File: src/rtl/vig_pkg.sv
// Shared constants and helpers for the Vigenere keystream cipher blocks.
package vig_pkg;

    // ASCII bounds of the alphabet handled by the cipher.
    localparam logic [7:0] ASCII_UPPER_A = 8'h41;
    localparam logic [7:0] ASCII_UPPER_Z = 8'h5A;
    localparam logic [7:0] ASCII_LOWER_A = 8'h61;

    localparam int unsigned ALPHA_LEN = 26;

    // Default keystream state; must never be zero or the LFSR locks up.
    localparam logic [31:0] DEFAULT_SEED = 32'hACE1_2468;

    // Feedback taps for x^32 + x^22 + x^2 + x + 1 (state bits 31, 21, 1, 0).
    localparam logic [31:0] LFSR_TAPS = 32'h8020_0003;

    // True when the byte is an uppercase ASCII letter.
    function automatic logic is_upper(input logic [7:0] c);
        return (c >= ASCII_UPPER_A) && (c <= ASCII_UPPER_Z);
    endfunction

    // Reduce the 5-bit key field of the keystream into 0..25.
    function automatic logic [4:0] key_of(input logic [4:0] field);
        logic [4:0] k;
        k = field;
        if (k >= 5'(ALPHA_LEN)) begin
            k = k - 5'(ALPHA_LEN);
        end
        return k;
    endfunction

    // One Galois-free Fibonacci step: shift left, feedback into bit 0.
    function automatic logic [31:0] lfsr_next(input logic [31:0] ks);
        logic fb;
        fb = ^(ks & LFSR_TAPS);
        return {ks[30:0], fb};
    endfunction

    // Shift an uppercase letter back by k and return it in lowercase.
    // Adding ALPHA_LEN before subtracting keeps the 9-bit sum non-negative.
    function automatic logic [7:0] decipher(input logic [7:0] c, input logic [4:0] k);
        logic [8:0] idx;
        logic [8:0] sum;
        idx = {1'b0, c} - {1'b0, ASCII_UPPER_A};
        sum = idx + 9'(ALPHA_LEN) - {4'b0000, k};
        if (sum >= 9'(ALPHA_LEN)) begin
            sum = sum - 9'(ALPHA_LEN);
        end
        return 8'(sum + {1'b0, ASCII_LOWER_A});
    endfunction

endpackage

File: src/rtl/vig_keystream.sv
// 32-bit LFSR keystream register. Reset and load take priority over a step,
// so a cipher stage can reseed it without racing its own traffic.
module vig_keystream
    import vig_pkg::*;
#(
    parameter logic [31:0] SEED = DEFAULT_SEED
) (
    input  logic        clk,
    input  logic        rst,
    input  logic        step,
    input  logic        load,
    input  logic [31:0] seed,
    output logic [31:0] ks
);

    logic [31:0] ks_q;
    logic [31:0] ks_d;

    // Next state: load (a zero seed falls back to SEED) beats a step.
    always_comb begin
        ks_d = ks_q;
        if (load) begin
            ks_d = (seed == 32'h0) ? SEED : seed;
        end else if (step) begin
            ks_d = lfsr_next(ks_q);
        end
    end

    // State register with synchronous reset to SEED.
    always_ff @(posedge clk) begin
        if (rst) begin
            ks_q <= SEED;
        end else begin
            ks_q <= ks_d;
        end
    end

    assign ks = ks_q;

endmodule

File: src/rtl/vigenere_deciph.sv
// Streaming Vigenere decryptor: uppercase ciphertext in, lowercase plaintext
// out, one byte per cycle, key taken from an LFSR keystream.
//
// Handshake: a byte moves on an interface only in a cycle where its valid and
// ready are both high. s_ready is (!m_valid || m_ready) && !key_load && !rst,
// so the single output register refills in the same cycle it drains. While
// m_valid is high and m_ready low, m_valid/m_data/m_err do not change.
module vigenere_deciph
    import vig_pkg::*;
#(
    parameter logic [31:0] SEED = DEFAULT_SEED
) (
    input  logic        clk,
    input  logic        rst,
    input  logic        s_valid,
    output logic        s_ready,
    input  logic [7:0]  s_data,
    output logic        m_valid,
    input  logic        m_ready,
    output logic [7:0]  m_data,
    output logic        m_err,
    input  logic        key_load,
    input  logic [31:0] key_seed,
    output logic [15:0] char_cnt
);

    logic [31:0] ks;
    logic [4:0]  key_k;
    logic        accept;
    logic        is_letter;
    logic        ks_step;

    logic        m_valid_q, m_valid_d;
    logic [7:0]  m_data_q,  m_data_d;
    logic        m_err_q,   m_err_d;
    logic [15:0] cnt_q,     cnt_d;

    // Keystream only advances on accepted letters; the key for a byte is the
    // state before that byte's step.
    vig_keystream #(
        .SEED (SEED)
    ) u_ks (
        .clk  (clk),
        .rst  (rst),
        .step (ks_step),
        .load (key_load),
        .seed (key_seed),
        .ks   (ks)
    );

    assign key_k     = key_of(ks[27:23]);
    assign is_letter = is_upper(s_data);
    assign s_ready   = (!m_valid_q || m_ready) && !key_load && !rst;
    assign accept    = s_valid && s_ready;
    assign ks_step   = accept && is_letter;

    // Output register and letter counter next state.
    always_comb begin
        m_valid_d = m_valid_q;
        m_data_d  = m_data_q;
        m_err_d   = m_err_q;
        cnt_d     = cnt_q;
        if (accept) begin
            m_valid_d = 1'b1;
            if (is_letter) begin
                m_data_d = decipher(s_data, key_k);
                m_err_d  = 1'b0;
                cnt_d    = cnt_q + 16'd1;
            end else begin
                m_data_d = s_data;
                m_err_d  = 1'b1;
            end
        end else if (m_ready) begin
            m_valid_d = 1'b0;
        end
        // A key load restarts the count; s_ready is low so nothing is accepted.
        if (key_load) begin
            cnt_d = 16'd0;
        end
    end

    // Registers; reset discards any pending output byte.
    always_ff @(posedge clk) begin
        if (rst) begin
            m_valid_q <= 1'b0;
            m_data_q  <= 8'h00;
            m_err_q   <= 1'b0;
            cnt_q     <= 16'd0;
        end else begin
            m_valid_q <= m_valid_d;
            m_data_q  <= m_data_d;
            m_err_q   <= m_err_d;
            cnt_q     <= cnt_d;
        end
    end

    assign m_valid  = m_valid_q;
    assign m_data   = m_data_q;
    assign m_err    = m_err_q;
    assign char_cnt = cnt_q;

endmodule

File: config.mk
export PLATFORM = sky130hd
export DESIGN_NAME = vigenere_deciph
export DESIGN_NICKNAME = d
export VERILOG_FILES = /design/src/rtl/vig_pkg.sv /design/src/rtl/vig_keystream.sv /design/src/rtl/vigenere_deciph.sv
export SDC_FILE = /design/constraint.sdc
export NUM_CORES = 1
export LEC_CHECK = 0
export BUFFER_PORTS_ARGS = -buffer_cell sky130_fd_sc_hd__buf_2
export CAP_MARGIN = 10
export CORE_MARGIN = 2
export CORE_UTILIZATION = 55
export CTS_CLUSTER_SIZE = 16
export DETAILED_ROUTE_END_ITERATION = 10
export GPL_ROUTABILITY_DRIVEN = 0
export PLACE_DENSITY = 0.89
export SLEW_MARGIN = 20
export SYNTH_ARGS = -nofsm -noshare
export SYNTH_HDL_FRONTEND = slang
export SYNTH_SLANG_ARGS = --single-unit
File: constraint.sdc
create_clock -name clk -period 6.5 [get_ports clk]
set_clock_uncertainty 0.1 [all_clocks]
set_input_delay 0.325 -clock clk [delete_from_list [all_inputs] [get_ports clk]]
set_output_delay 0.325 -clock clk [all_outputs]
set_load 0.03 [all_outputs]
After elaboration in Yosys (flattened, before gate mapping)
Index checks and enable logic that the tools add are counted.
- register bits after elaboration: 58
- latch bits: 0
- RAM bits: 0
- bits in read-only memories: 0
- output and inout bits: 27
- memories: 0
- $add $sub $neg: 7
- $mul: 0
- div/mod/pow operators: 0
- magnitude comparators: 4
- equality and inequality tests: 0
- shift-type cells: 0
- muxes and demuxes: 11
- bitwise gates (word level): 0
- reduce and logical (&&, ||, !) cells: 15
- operators with widths (kind ; number):
    2-to-1 mux 32 bit ; 3
    zero test 32 bit ; 1
    2-to-1 mux 8 bit ; 4
    parity 32 bit ; 1
    adder 16 x 1 -> 16 bit (second input constant) ; 1
    adder 9 x 5 -> 9 bit (second input constant) ; 1
    greater-or-equal comparator 9 x 5 -> 1 bit (second input constant) ; 1
    subtractor 8 x 7 -> 9 bit (second input constant) ; 1
    subtractor 9 x 5 -> 9 bit ; 1
    adder 8 x 7 -> 8 bit (second input constant) ; 1
    greater-or-equal comparator 8 x 7 -> 1 bit (second input constant) ; 1
    less-or-equal comparator 8 x 7 -> 1 bit (second input constant) ; 1
    subtractor 8 x 5 -> 8 bit (second input constant) ; 1
    greater-or-equal comparator 5 bit (second input constant) ; 1
    logical AND 1 bit ; 5
    2-to-1 mux 5 bit ; 1
    subtractor 5 bit (second input constant) ; 1
    nonzero test 2 bit ; 2
    zero test 1 bit ; 3
    2-to-1 mux 1 bit ; 3
    AND reduction 2 bit ; 1
    OR reduction 2 bit ; 1
    logical OR 1 bit ; 1

Longest topological paths before layout
- depth after elaboration: 9
- mapped depth: 23
- mapped depth without buffers: 22

Cells and area by module
From an unflattened synthesis, not the netlist that was laid out.
- cells, all modules: 446
- area total of the unflattened synthesis: 3619.7 µm²
- by module, submodules not included (module ; times used ; cells an instance ; area an instance (µm²)):
    vigenere_deciph ; 1 ; 254 ; 2030.7
    vig_keystream ; 1 ; 192 ; 1589.0

Least setup slack after synthesis
OpenSTA, ideal clock, no wires.
- kind: register to register
- start: register u_ks.ks_q[24], in the netlist u_ks.ks[24]
- end: register m_data_q[4], in the netlist m_data[4]
- library setup time: 0.128 ns
- arrival: 4.481 ns
- data required time: 6.272 ns
- slack: 1.792 ns
- cell stages (with the launch flop): 24
- buffers on the path: 2
- clock period less this slack: 4.708 ns
- cells stage by stage: dfxtp_1 -> inv_1 -> ha_1 -> inv_1 -> a31oi_1 -> a41oi_1 -> ha_1 -> inv_1 -> ha_1 -> inv_1 -> fa_1 -> ha_1 -> clkbuf_1 -> nand2_1 -> a222oi_1 -> buf_4 -> xnor2_1 -> ha_1 -> or3b_2 -> xnor2_1 -> mux2i_1 -> xor2_1 -> a221oi_1 -> nor2_1
- word-level cells in the longest chain between the ends: 9
- RTL lines (item ; line ; RTL):
    from (decl) ; vig_keystream.sv:16 ; logic [31:0] ks_q;
    from (signal assigned) ; vig_keystream.sv:34 ; ks_q <= ks_d;
    subtractor 5 bit or greater-or-equal comparator 5 bit (tied branches) ; vig_pkg.sv:27, vig_pkg.sv:26 ;
    2-to-1 mux 5 bit (*) ; vig_pkg.sv:26 ; if (k >= 5'(ALPHA_LEN)) begin
    subtractor 9 x 5 -> 9 bit (*) ; vig_pkg.sv:45 ; sum = idx + 9'(ALPHA_LEN) - {4'b0000, k};
    subtractor 8 x 5 -> 8 bit or greater-or-equal comparator 9 x 5 -> 1 bit (tied branches) ; vig_pkg.sv:47, vig_pkg.sv:46 ;
    2-to-1 mux 8 bit (*) ; vig_pkg.sv:46 ; if (sum >= 9'(ALPHA_LEN)) begin
    2-to-1 mux 8 bit (*) ; vigenere_deciph.sv:65 ; if (is_letter) begin
    2-to-1 mux 8 bit (*) ; vigenere_deciph.sv:63 ; if (accept) begin
    adder 8 x 7 -> 8 bit (*) ; vig_pkg.sv:49 ; return 8'(sum + {1'b0, ASCII_LOWER_A});
    2-to-1 mux 8 bit (*) ; vigenere_deciph.sv:65 ;
    to (signal assigned) ; vigenere_deciph.sv:91 ; m_data_q <= m_data_d;
    to (decl) ; vigenere_deciph.sv:34 ; logic [7:0] m_data_q, m_data_d;
Mark *: on every way between the ends. The rest lies on a longest branch, timed or not. The select of a mux whose other input is x is not followed.
A chain may end at the register's enable or synchronous reset.

Final worst setup path
Same ends and word-level chain as after synthesis.

==> impl_results.md <==
* Final WS setup at 1.37 ns
* CP Data Required Time at 6.60 ns
* DP Wirelength at 5.95 mm
* Final setup vio count at 0
* Layout cells sized above 1 at 0.186
* Worst rel slew slack at 0.304
* Unrepaired setup endpoints after global routing: false
* Clk_lat worst skew at between 0.3 and 0.4 ns
* Grt total ovfl at 0
* Die Width at 84.4 microns
* Number of synthesized flops with an enable pin at 0
* Footprint of the multi-input gates at 2200 sq um
* Reg area at around 1200 sq um
* Site Rows at 29
* Max-slew violations at 0
* Critical Setup Path Class: register to register
* Die height at 84.4 microns
* Most frequent cells in the layout: 80 x nor2_1, 71 x buf_2, 59 x a21oi_1
* Detailed-route DRC error count at 0
* Vias in the first global route at 3,214
* Initial antenna violation count at 0
* Setup_tns at 0 ns
* Max VDD drop at 0.169 mV
* IO Count at 72
* Status: completed
* Crit path time final at 5.13 ns
* Routed Wire Length at between 8 and 9 mm
* First drt pass iteration count at 6
* Post-Synthesis Cells at 453
* Post-cts repair resize count at 0
* Global-route wire length before repair at 13.9 mm
* Fin. Hold Viols at 0
* Pleak at 1.72 nW
* CP Capture Type: register
* Critical path arrival at 5.23 ns
* Slew at the pin closest to its max-slew limit at 1.04 ns
* # H-tree levels at 3
* Crit-path max FO at 9
* Avg WL per Cell at 14.0 microns
* Clock Sinks at 58
* Synth Net Count at between 500 and 600
* Largest net degree at the start of global routing at 54
* Synth async-reset ratio at 0
* # diodes at 0
* Avg Cell Area, Syn at 7.84 sq um
* CTS tree: built
* CTS Buf Count at 9
* Root Driver: clkbuf_8
* Hold_ws at 0.120 ns
* Pre-CTS setup slack at 1.42 ns
* ANT nets after route at 0
* Worst Hold Class: input pin to register
* Startpoint Class: register
* Power, Total at 1.07 mW
* Vias at 3,436
* Final worst-path cycle share at 0.790
* Power Dens Cells at 260 nW/um^2
* Post-CTS Setup Inserts at 0
* CTS clk-pin slew, worst paths at 0.08 ns
* MaxCap Viol Count at 0
* Seq cells post-synth at 58
* Port Buf Inserts at 71
* Area growth, synth to finish at 16.2%
* Synth unique cells at 57
* Core area at 6310 sq um
* Synth warnings at 0
* Vias/cell at 5.78
* Area of the mapped netlist at 3550 sq um
* Max Clk Rate at 195 MHz
* Starting Density at 0.562
* Filler cell count at 533
* Die ar. at ~7100 sq um
* Global Route Usage Sum at 0.236
* Nets at 573
* CTS Hold Bufs at 0
* Clk buf depth at 2
* DR iter-0 viols at 154
* Commonest non-fill, non-tap cell in the layout: nor2_1
* Sequential share of the synthesized area at 0.327
* Top_reg_cell synth: dfxtp_1
==> per-stage QoR <==
| stage | area (sq um) | utilization | std cells |
|---|---|---|---|
| 6_report | 4130 | 0.654 | 594 |
| 5_1_grt | 4130 | 0.654 | 594 |
| 4_1_cts | 4130 | 0.654 | 594 |
| 3_5_place_dp | 3910 | 0.619 | 578 |
| 3_3_place_gp | 3910 | 0.619 | 578 |
| 2_1_floorplan | 3550 | - | 453 |
==> worst max-delay path, stage by stage (launching register included) <==
cell	delay (ns)
dfxtp_1	0.42
inv_1	0.08
ha_1	0.22
inv_1	0.09
a31oi_1	0.09
a41oi_1	0.19
ha_1	0.26
inv_1	0.06
ha_1	0.18
inv_1	0.07
fa_1	0.62
ha_1	0.35
nand2_1	0.10
a222oi_1	0.34
buf_4	0.24
xnor2_1	0.13
ha_1	0.23
or3b_2	0.47
xnor2_1	0.15
mux2i_1	0.09
xor2_1	0.15
a221oi_1	0.29
nor2_1	0.07
==> cell usage after synthesis (2+ instances only) <==
cell,number,share of area
a31oi_1,3,0.0053
buf_4,3,0.0063
a21o_1,2,0.0042
o2bb2ai_1,2,0.0049
nand3_1,6,0.0085
nand2_1,22,0.023
o22ai_1,2,0.0035
a21oi_1,59,0.083
nor3b_1,2,0.0042
ha_1,15,0.053
xor2_1,17,0.042
buf_2,6,0.0085
nor3_1,5,0.0070
or4_1,3,0.0063
and2_1,5,0.0088
mux2i_1,25,0.070
inv_1,20,0.021
o21ai_0,20,0.028
and4_1,2,0.0049
dfxtp_1,58,0.33
nand2b_1,3,0.0053
nor2_1,80,0.085
nor4_1,9,0.016
a221oi_1,2,0.0049
a211o_1,2,0.0049
or3_1,5,0.0088
and3_1,4,0.0070
nand4_1,7,0.012
o211ai_1,5,0.011
a211oi_1,3,0.0063
nor2b_1,4,0.0070
xnor2_1,12,0.030
clkbuf_1,16,0.017
==> power breakdown <==
| part | total (mW) | switching, mW | internal (mW) |
|---|---|---|---|
| registers | 0.381 | 0.0100 | 0.371 |
| logic | 0.324 | 0.186 | 0.139 |
| clock network | 0.368 | 0.153 | 0.215 |
| total | 1.07 | 0.349 | 0.724 |
==> path summary, 6_finish.rpt <==
kind / start / to / slack [ns] / cells after the start
max: u_ks.ks[24] / m_data[4] / 1.37 / 22
min: key_seed[15] / u_ks.ks[15] / 0.12 / 3
max reg2reg: u_ks.ks[24] / m_data[4] / 1.37 / 22
min reg2reg: m_data[0] / m_data[0] / 0.35 / 2
==> flip-flops by register name (all words and copies together), names as in the netlist <==
register	cells
m_err	1
m_valid	1
char_cnt	16
m_data	8
u_ks.ks	32
==> area by class of cell <==
class / instances / area share
sequential: 58 / 0.281
multi-input combinational: 349 / 0.533
tap: 77 / 0.0233
clock buffer: 9 / 0.0300
clock inverter: 7 / 0.0227
inverter: 20 / 0.0182
timing repair buffer: 74 / 0.0915
==> metal layers <==
layer	vias up	track usage	wire length, microns
met5	-	0	0
met4	0	0.0895	98
met3	12	0.0610	484
met2	107	0.419	4160
met1	1599	0.273	3580
li1	1718	-	-
==> cell families (layout without fill, tap and decap cells) <==
logic type,count (synthesis),count (layout),share of synthesized area
buffers and inverters,46,110,0.0539
xor gates and xnor gates,30,30,0.0779
adders and majority gates,16,16,0.0585
AOI/OAI and AO/OA,111,111,0.182
muxes,25,25,0.0705
and+or+nand+nor,167,167,0.230
DFF,58,58,0.327
Note: power is estimated with default switching activity, not from simulation.
